**src/rtl/array_loader.sv**
```systemverilog
// array_loader: writable lookup table loaded from a valid/ready sample stream.
// Samples are written to auto-incrementing addresses. A registered read port
// (rd_addr -> rd_data) is available in every state.
//   clk, rst  : rising-edge clock, asynchronous active-high reset
//   start     : begin or restart a load (ignored while a load is in progress)
//   in_data   : signed sample, qualified by in_valid and in_ready
//   load_done : one-cycle pulse in the first cycle after the last entry is written
//   loaded    : high while the table holds a complete load
//   wr_count  : number of entries written in the current or last load
//   rd_addr   : read address; rd_data returns mem[rd_addr] one cycle later (read-first)
// DATA_EXPONENT only describes the fixed-point scaling; the block applies no scaling.
module array_loader #(
    parameter int ADDR_WIDTH    = 2,
    parameter int DATA_WIDTH    = 25,
    parameter int DATA_EXPONENT = -16
) (
    input  logic                         clk,
    input  logic                         rst,
    input  logic                         start,
    input  logic signed [DATA_WIDTH-1:0] in_data,
    input  logic                         in_valid,
    output logic                         in_ready,
    output logic                         load_done,
    output logic                         loaded,
    output logic        [ADDR_WIDTH:0]   wr_count,
    input  logic        [ADDR_WIDTH-1:0] rd_addr,
    output logic signed [DATA_WIDTH-1:0] rd_data
);
    localparam int DEPTH = 2 ** ADDR_WIDTH;

    typedef enum logic [1:0] {IDLE, LOAD, FULL} state_t;

    state_t                       state, state_n;
    logic        [ADDR_WIDTH-1:0] ptr;
    logic signed [DATA_WIDTH-1:0] mem [DEPTH];
    logic                         wr, last, restart;

    assign in_ready = state == LOAD;
    assign loaded   = state == FULL;
    assign wr       = in_ready && in_valid;
    assign last     = wr && ptr == ADDR_WIDTH'(DEPTH - 1);
    // start is honoured only outside LOAD, so a last write always wins
    assign restart  = start && state != LOAD;

    always_comb begin
        state_n = last ? FULL : restart ? LOAD : state;
    end

    always_ff @(posedge clk or posedge rst) begin
        if (rst) state <= IDLE;
        else     state <= state_n;
    end

    always_ff @(posedge clk or posedge rst) begin
        if (rst) begin
            ptr       <= '0;
            wr_count  <= '0;
            load_done <= 1'b0;
        end else begin
            load_done <= last;
            if (restart) begin
                ptr      <= '0;
                wr_count <= '0;
            end else if (wr) begin
                ptr      <= ptr + 1'b1;
                wr_count <= wr_count + 1'b1;
            end
        end
    end

    // rd_data samples mem before this edge's write lands, giving read-first behaviour
    always_ff @(posedge clk or posedge rst) begin
        if (rst) begin
            rd_data <= '0;
            for (int i = 0; i < DEPTH; i++) mem[i] <= '0;
        end else begin
            rd_data <= mem[rd_addr];
            if (wr) mem[ptr] <= in_data;
        end
    end
endmodule

```
**config.mk**
```make
export PLATFORM = sky130hd
export DESIGN_NAME = array_loader
export DESIGN_NICKNAME = d
export VERILOG_FILES = /design/src/rtl/array_loader.sv
export SDC_FILE = /design/constraint.sdc
export NUM_CORES = 1
export LEC_CHECK = 0
export CAP_MARGIN = 10
export CORE_UTILIZATION = 50
export DETAILED_ROUTE_END_ITERATION = 8
export HOLD_SLACK_MARGIN = 0.1
export PLACE_DENSITY = 0.79
export SLEW_MARGIN = 15
export SYNTH_ARGS = -nofsm -noshare
export SYNTH_HDL_FRONTEND = slang
export SYNTH_SLANG_ARGS = --single-unit
```
**constraint.sdc**
```tcl
create_clock -name clk -period 4.2 [get_ports clk]
set_input_delay 0.84 -clock clk [delete_from_list [all_inputs] [get_ports clk]]
set_output_delay 0.84 -clock clk [all_outputs]
set_load 0.02 [all_outputs]
```
==> results of run 1 <==
-- sequential cells by signal (all words and copies together), names as in the netlist --
register   count
load_done      1
state          2
wr_count       3
mem          100
ptr            2
rd_data       25
-- power breakdown --
group          internal, mW  switching [mW]  leakage [nW]  total [mW]
combinational          1.06           0.697          1.05        1.76
sequential             1.93           0.314          1.59        2.25
clock                  1.01           0.518         0.313        1.53
-- Yosys cell counts (all sizes together) --
cell type | count | share of area (%)
nand3b | 3 | 0.41
xor2 | 2 | 0.32
mux2i | 1 | 0.18
nand2 | 3 | 0.20
o21a | 1 | 0.14
o31ai | 2 | 0.27
mux4 | 25 | 10
nand2b | 1 | 0.25
ha | 5 | 1.1
nand3 | 4 | 1.3
o21ai | 4 | 0.36
nor2 | 1 | 0.068
inv | 5 | 0.34
clkinv | 1 | 0.16
dfrtp | 133 | 60
buf | 15 | 2.4
xnor2 | 1 | 0.16
mux2 | 101 | 22
-- worst max-delay path by stage --
stage	from	endpoint	slack (ns)	cells past startpoint
2_1_floorplan	rst	load_done	1.71	1
3_3_place_gp	in_valid	mem[14]	1.34	3
3_5_place_dp	in_valid	mem[6]	1.26	3
4_1_cts	state[1]	in_ready	1.49	3
5_1_grt	state[1]	in_ready	1.46	3
6_report	state[1]	in_ready	1.54	3
-- cells in the final DEF, fill, tap and decap left out, types with 3 or more instances in the layout --
master,n
nand3_4,4
clkdlybuf4s50_1,59
nand2_1,3
mux2_1,4
nand3b_1,3
inv_1,4
bufinv_16,3
mux2_2,80
clkinv_2,4
clkbuf_16,16
clkbuf_8,8
o21ai_0,4
ha_1,5
mux4_2,25
dfrtp_1,133
mux2_4,17
-- area by class of cell --
class | instances | area (µm²)
sequential | 133 | 3330
inverter | 6 | 31.3
fill | 720 | 3700
clock inverter | 8 | 118
clock buffer | 24 | 510
tap | 136 | 170
multi-input combinational | 154 | 2030
timing repair buffer | 62 | 621
-- kinds of logic (layout without fill, tap and decap cells) --
kind of cell / count (synthesis) / count (layout) / share of synthesized area [%]
flip-flops: 133 / 133 / 60.3
multiplexers: 127 / 127 / 32.2
buffers and inverters: 21 / 100 / 2.95
AND/OR/NAND/NOR: 12 / 12 / 2.20
AO/OA/AOI/OAI: 7 / 7 / 0.771
adder cells (fa/ha/maj): 5 / 5 / 1.13
XOR/XNOR: 3 / 3 / 0.476
-- metrics by stage --
stage / area, µm² / hold WS (ns) / worst slack (ns) / std cells
5_1_grt: 6810 / 0.508 / 1.46 / 523
3_3_place_gp: 6180 / 0.469 / 1.34 / 491
3_5_place_dp: 6180 / 0.484 / 1.26 / 491
2_1_floorplan: 5520 / 0.459 / 1.71 / 308
6_report: 6810 / 0.493 / 1.54 / 523
4_1_cts: 6810 / 0.500 / 1.49 / 523
-- per-layer routing --
metal | track usage (%) | share of wire [%] | vias up
met2 | 29.4 | 49 | 66
met1 | 26.2 | 45 | 1508
met3 | 5.23 | 4.1 | 18
met5 | 0 | 0 | -
met4 | 8.12 | 1.8 | 0
li1 | - | - | 1259
==> flow_summary.toml, run 1 <==
[synth]
avgSynthCellArea_um2 = 17.9
syn_area_um2 = 5520
ys_ff_latch = 133
synth_warnings = 0
postSynthCellCount = 308
ys_seq_area_share_pct = 60.3
synth_cell_types = 22
syn_nets = 344

[routing]
vias_per_cell = 5.45
final_antenna_net_count = 0
wl_per_cell_um = 18.6
routed_wl_um = 9740
num_vias = 2851
drt-initial-drc-count = 127
drc = 0
firstDrtPassIters = 4

[clocking]
htreeDepth = 4
post-cts-setup-buffer-count = 0
path_clk_slew_ns = 0.06
clock_latency_ns = 0.51
clock_path_buffers = 2
cts_buffers = 17
numClockSinks = 133
cts_tree = "built"
cts_hold_buffers = 0
root_buffer = "clkbuf_8"
ctsResizeCount = 0

[timing]
rsz0062_at_grt = "no"
skew_ns = 0.00511
drv_slew = 0
period_share_pct = 63.4
setup_viol_count_final = 0
max-slew-margin-rel_pct = 44.6
fin_tns_setup_ns = 0
finalHoldViolations = 0
min_period_ns = 2.66
fmax_mhz = 376
tightest_slew_ns = 0.831

[grt]
grt_pass1_wl_um = 16200
grt_max_degree = 134
global_route.usage.total_pct = 19.3
grt_overflow_total = 0
antenna_found_initial = 0
grt_pass1_vias = 3105

[placement]
gp_congestion = 0.686
hpwl_um = 5520
numPortBuffers = 61

[worst_setup_path]
critPathArrivalTime_ns = 1.82
crit_buf_inv = 2
critical_path_required_ns = 3.36
startpoint_type = "flip-flop"
regToRegStartpoint = "ptr[0]"
cp-end-kind = "output port"
r2r_slack_ns = 2.44
cp_cell_sequence = "nand2b_4 > clkinv_4 > clkdlybuf4s50_1"
rr_worst_depth = 4
path_delay_family = "buffers and inverters"
r2r_end = "mem[48]"
worstSetupPathType = "reg2out"
crit_slowest_cell = "clkdlybuf4s50_1"
slowest_delay_ns = 0.63
path_max_fanout = 9

[die]
fp.coreArea_um2 = 10500
fp-row-count = 37
start_util_pct = 52.5
die_y_um = 107
floorplan.die_area_um2 = 11500
die_w_um = 107
pin_count = 62

[pwr]
p_per_area_nw_per_um2 = 814
max-vdd-ir-drop_mv = 0.441
finalPower_mw = 5.54
power_leakage_nw = 2.95

[final_layout]
area_growth_pct = 23.3
fin_nets = 410
final_util_pct = 64.8
final_layout_size_suffix_gt1_share_pct = 42.4
n_antenna_cell = 0

[job]
drv_cap = 0

[outcome]
status = "finished clean"

[hold_path]
hold_end = "mem[47]"
hold_path.class = "reg2reg"
worstHoldStart = "mem[47]"
hold_path_depth = 1
Power figures use the tool's default switching activity.
==> run 2, diff against run 1 <==
Clock period 4.2 ns to 2.17 ns, I/O delays scaled along.
==> run 2 against run 1 <==
Effect of this change: via count is 2.9% higher; largest power group unchanged; register-to-register slack worse by 1.9 ns; global-route usage is 0.52 points higher; largest cell class unchanged.
==> flow_summary.toml, run 2 (synthesis gave the netlist of run 1 again) <==
[worst_setup_path]
path_delay_family = "buffers and inverters"
rr_worst_depth = 4
cp_cell_sequence = "clkdlybuf4s50_1"
worstSetupPathType = "reg2out"
r2r_slack_ns = 0.53
r2r_end = "mem[85]"
startpoint_type = "flip-flop"
slowest_delay_ns = 0.63
crit_slowest_cell = "clkdlybuf4s50_1"
critPathArrivalTime_ns = 1.57
path_max_fanout = 4
critical_path_required_ns = 1.74
cp-end-kind = "output port"
regToRegStartpoint = "ptr[0]"
crit_buf_inv = 1

[timing]
rsz0062_at_grt = "no"
max-slew-margin-rel_pct = 70.7
skew_ns = 0.0118
min_period_ns = 2.01
period_share_pct = 92.6
finalHoldViolations = 0
setup_viol_count_final = 0
tightest_slew_ns = 0.439
timing.hold.ws_ns = 0.269
fmax_mhz = 498
fin_tns_setup_ns = 0
drv_slew = 0
setup_ws_ns = 0.161

[pwr]
switching_share_pct = 27.6
p_per_area_nw_per_um2 = 1550
intPower_mw = 7.75
power_leakage_nw = 3.01
p_comb_share_pct = 32.2
p_switching_mw = 2.96
pwr-share-seq_pct = 40.5
finalPower_mw = 10.7
max-vdd-ir-drop_mv = 0.706
power_frac_clock_pct = 27.3

[routing]
num_vias = 2935
firstDrtPassIters = 4
wl_per_cell_um = 18.4
vias_per_cell = 5.53
final_antenna_net_count = 0
drc = 0
routed_wl_um = 9780
drt-initial-drc-count = 118

[final_layout]
stdcell_count = 531
layout_commonest_cell = "dfrtp_1"
fillers = 742
n_antenna_cell = 0
final_util_pct = 65.6
fin_area_um2 = 6900
top_regs = "mem x100, rd_data x25, wr_count x3"
fin_nets = 418
largest_reg_flops = 100
final_cell_mix = "133 x dfrtp_1, 80 x mux2_2, 57 x clkdlybuf4s50_1"
area_growth_pct = 25.0
final_layout_size_suffix_gt1_share_pct = 42.3
regMostFlops = "mem"

[job]
drv_cap = 0

[placement]
place_area_um2 = 6290
dpl_worst_slack_ns = 0.122
dp_cells = 499
hpwl_um = 5910
gp_congestion = 0.681
numPortBuffers = 61

[clocking]
clock_latency_ns = 0.52
cts_buffers = 17
numClockSinks = 133
htreeDepth = 4
path_clk_slew_ns = 0.06
root_buffer = "clkbuf_8"
cts_hold_buffers = 0
post-cts-setup-buffer-count = 0
cts_tree = "built"
ctsResizeCount = 1
clock_path_buffers = 2

[grt]
grt_overflow_total = 0
grt_pass1_wl_um = 16700
global_route.usage.total_pct = 19.8
antenna_found_initial = 0
grt_max_degree = 67
grt_pass1_vias = 3244

[die]
start_util_pct = 52.5
die_w_um = 107
die_y_um = 107
floorplan.die_area_um2 = 11500
pin_count = 62
fp-row-count = 37
fp.coreArea_um2 = 10500

[hold_path]
hold_path.class = "in2async"

[outcome]
status = "finished clean"
==> run 2: cell types whose count changed in the layout (fill, tap and decap cells not counted), sizes merged <==
| cell | change |
|---|---|
| dlymetal6s2s | +1 |
| dlygate4sd2 | +1 |
| clkdlybuf4s50 | -2 |
| bufinv | +1 |
| buf | +8 |
| clkinvlp | -1 |
==> run 2: power groups by stage <==
| stage | Clock [mW] | Sequential, mW | Combinational, mW |
|---|---|---|---|
| 4_1_cts | 2.97 | 4.34 | 3.51 |
| 2_1_floorplan | 0 | 4.52 | 2.22 |
| 5_1_grt | 3.10 | 4.47 | 3.73 |
| 3_3_place_gp | 0 | 4.29 | 3.39 |
| 3_5_place_dp | 0 | 4.36 | 3.48 |
| 6_report | 2.92 | 4.33 | 3.45 |
==> run 2: worst max path at each step <==
| stage | from | end | slack [ns] | cells past startpoint |
|---|---|---|---|---|
| global placement | in_valid | mem[64] | 0.12 | 4 |
| detailed placement | in_valid | mem[55] | 0.12 | 4 |
| CTS | state[0] | loaded | 0.04 | 2 |
| finish | wr_count[0] | wr_count[0] | 0.16 | 1 |
| global route | state[0] | in_ready | 0.10 | 3 |
| floorplan | rst | load_done | 0.08 | 1 |
==> run 2: area by class of cell <==
cell class / count / area, µm² / area share, %
tap: 136 / 170 / 2.47
inverter: 6 / 31.3 / 0.454
multi-input combinational: 154 / 2030 / 29.4
clock buffer: 24 / 460 / 6.68
sequential: 133 / 3330 / 48.3
timing repair buffer: 70 / 732 / 10.6
clock inverter: 8 / 148 / 2.14
==> run 2: layer usage <==
metal  vias to the layer above  global-route usage [%]  wire, µm
met4                         0                    7.63       119
met2                        67                    31.1      4900
met1                      1581                    26.5      4410
li1                       1276                       -         -
met3                        11                    5.29       349
met5                         -                       0         0
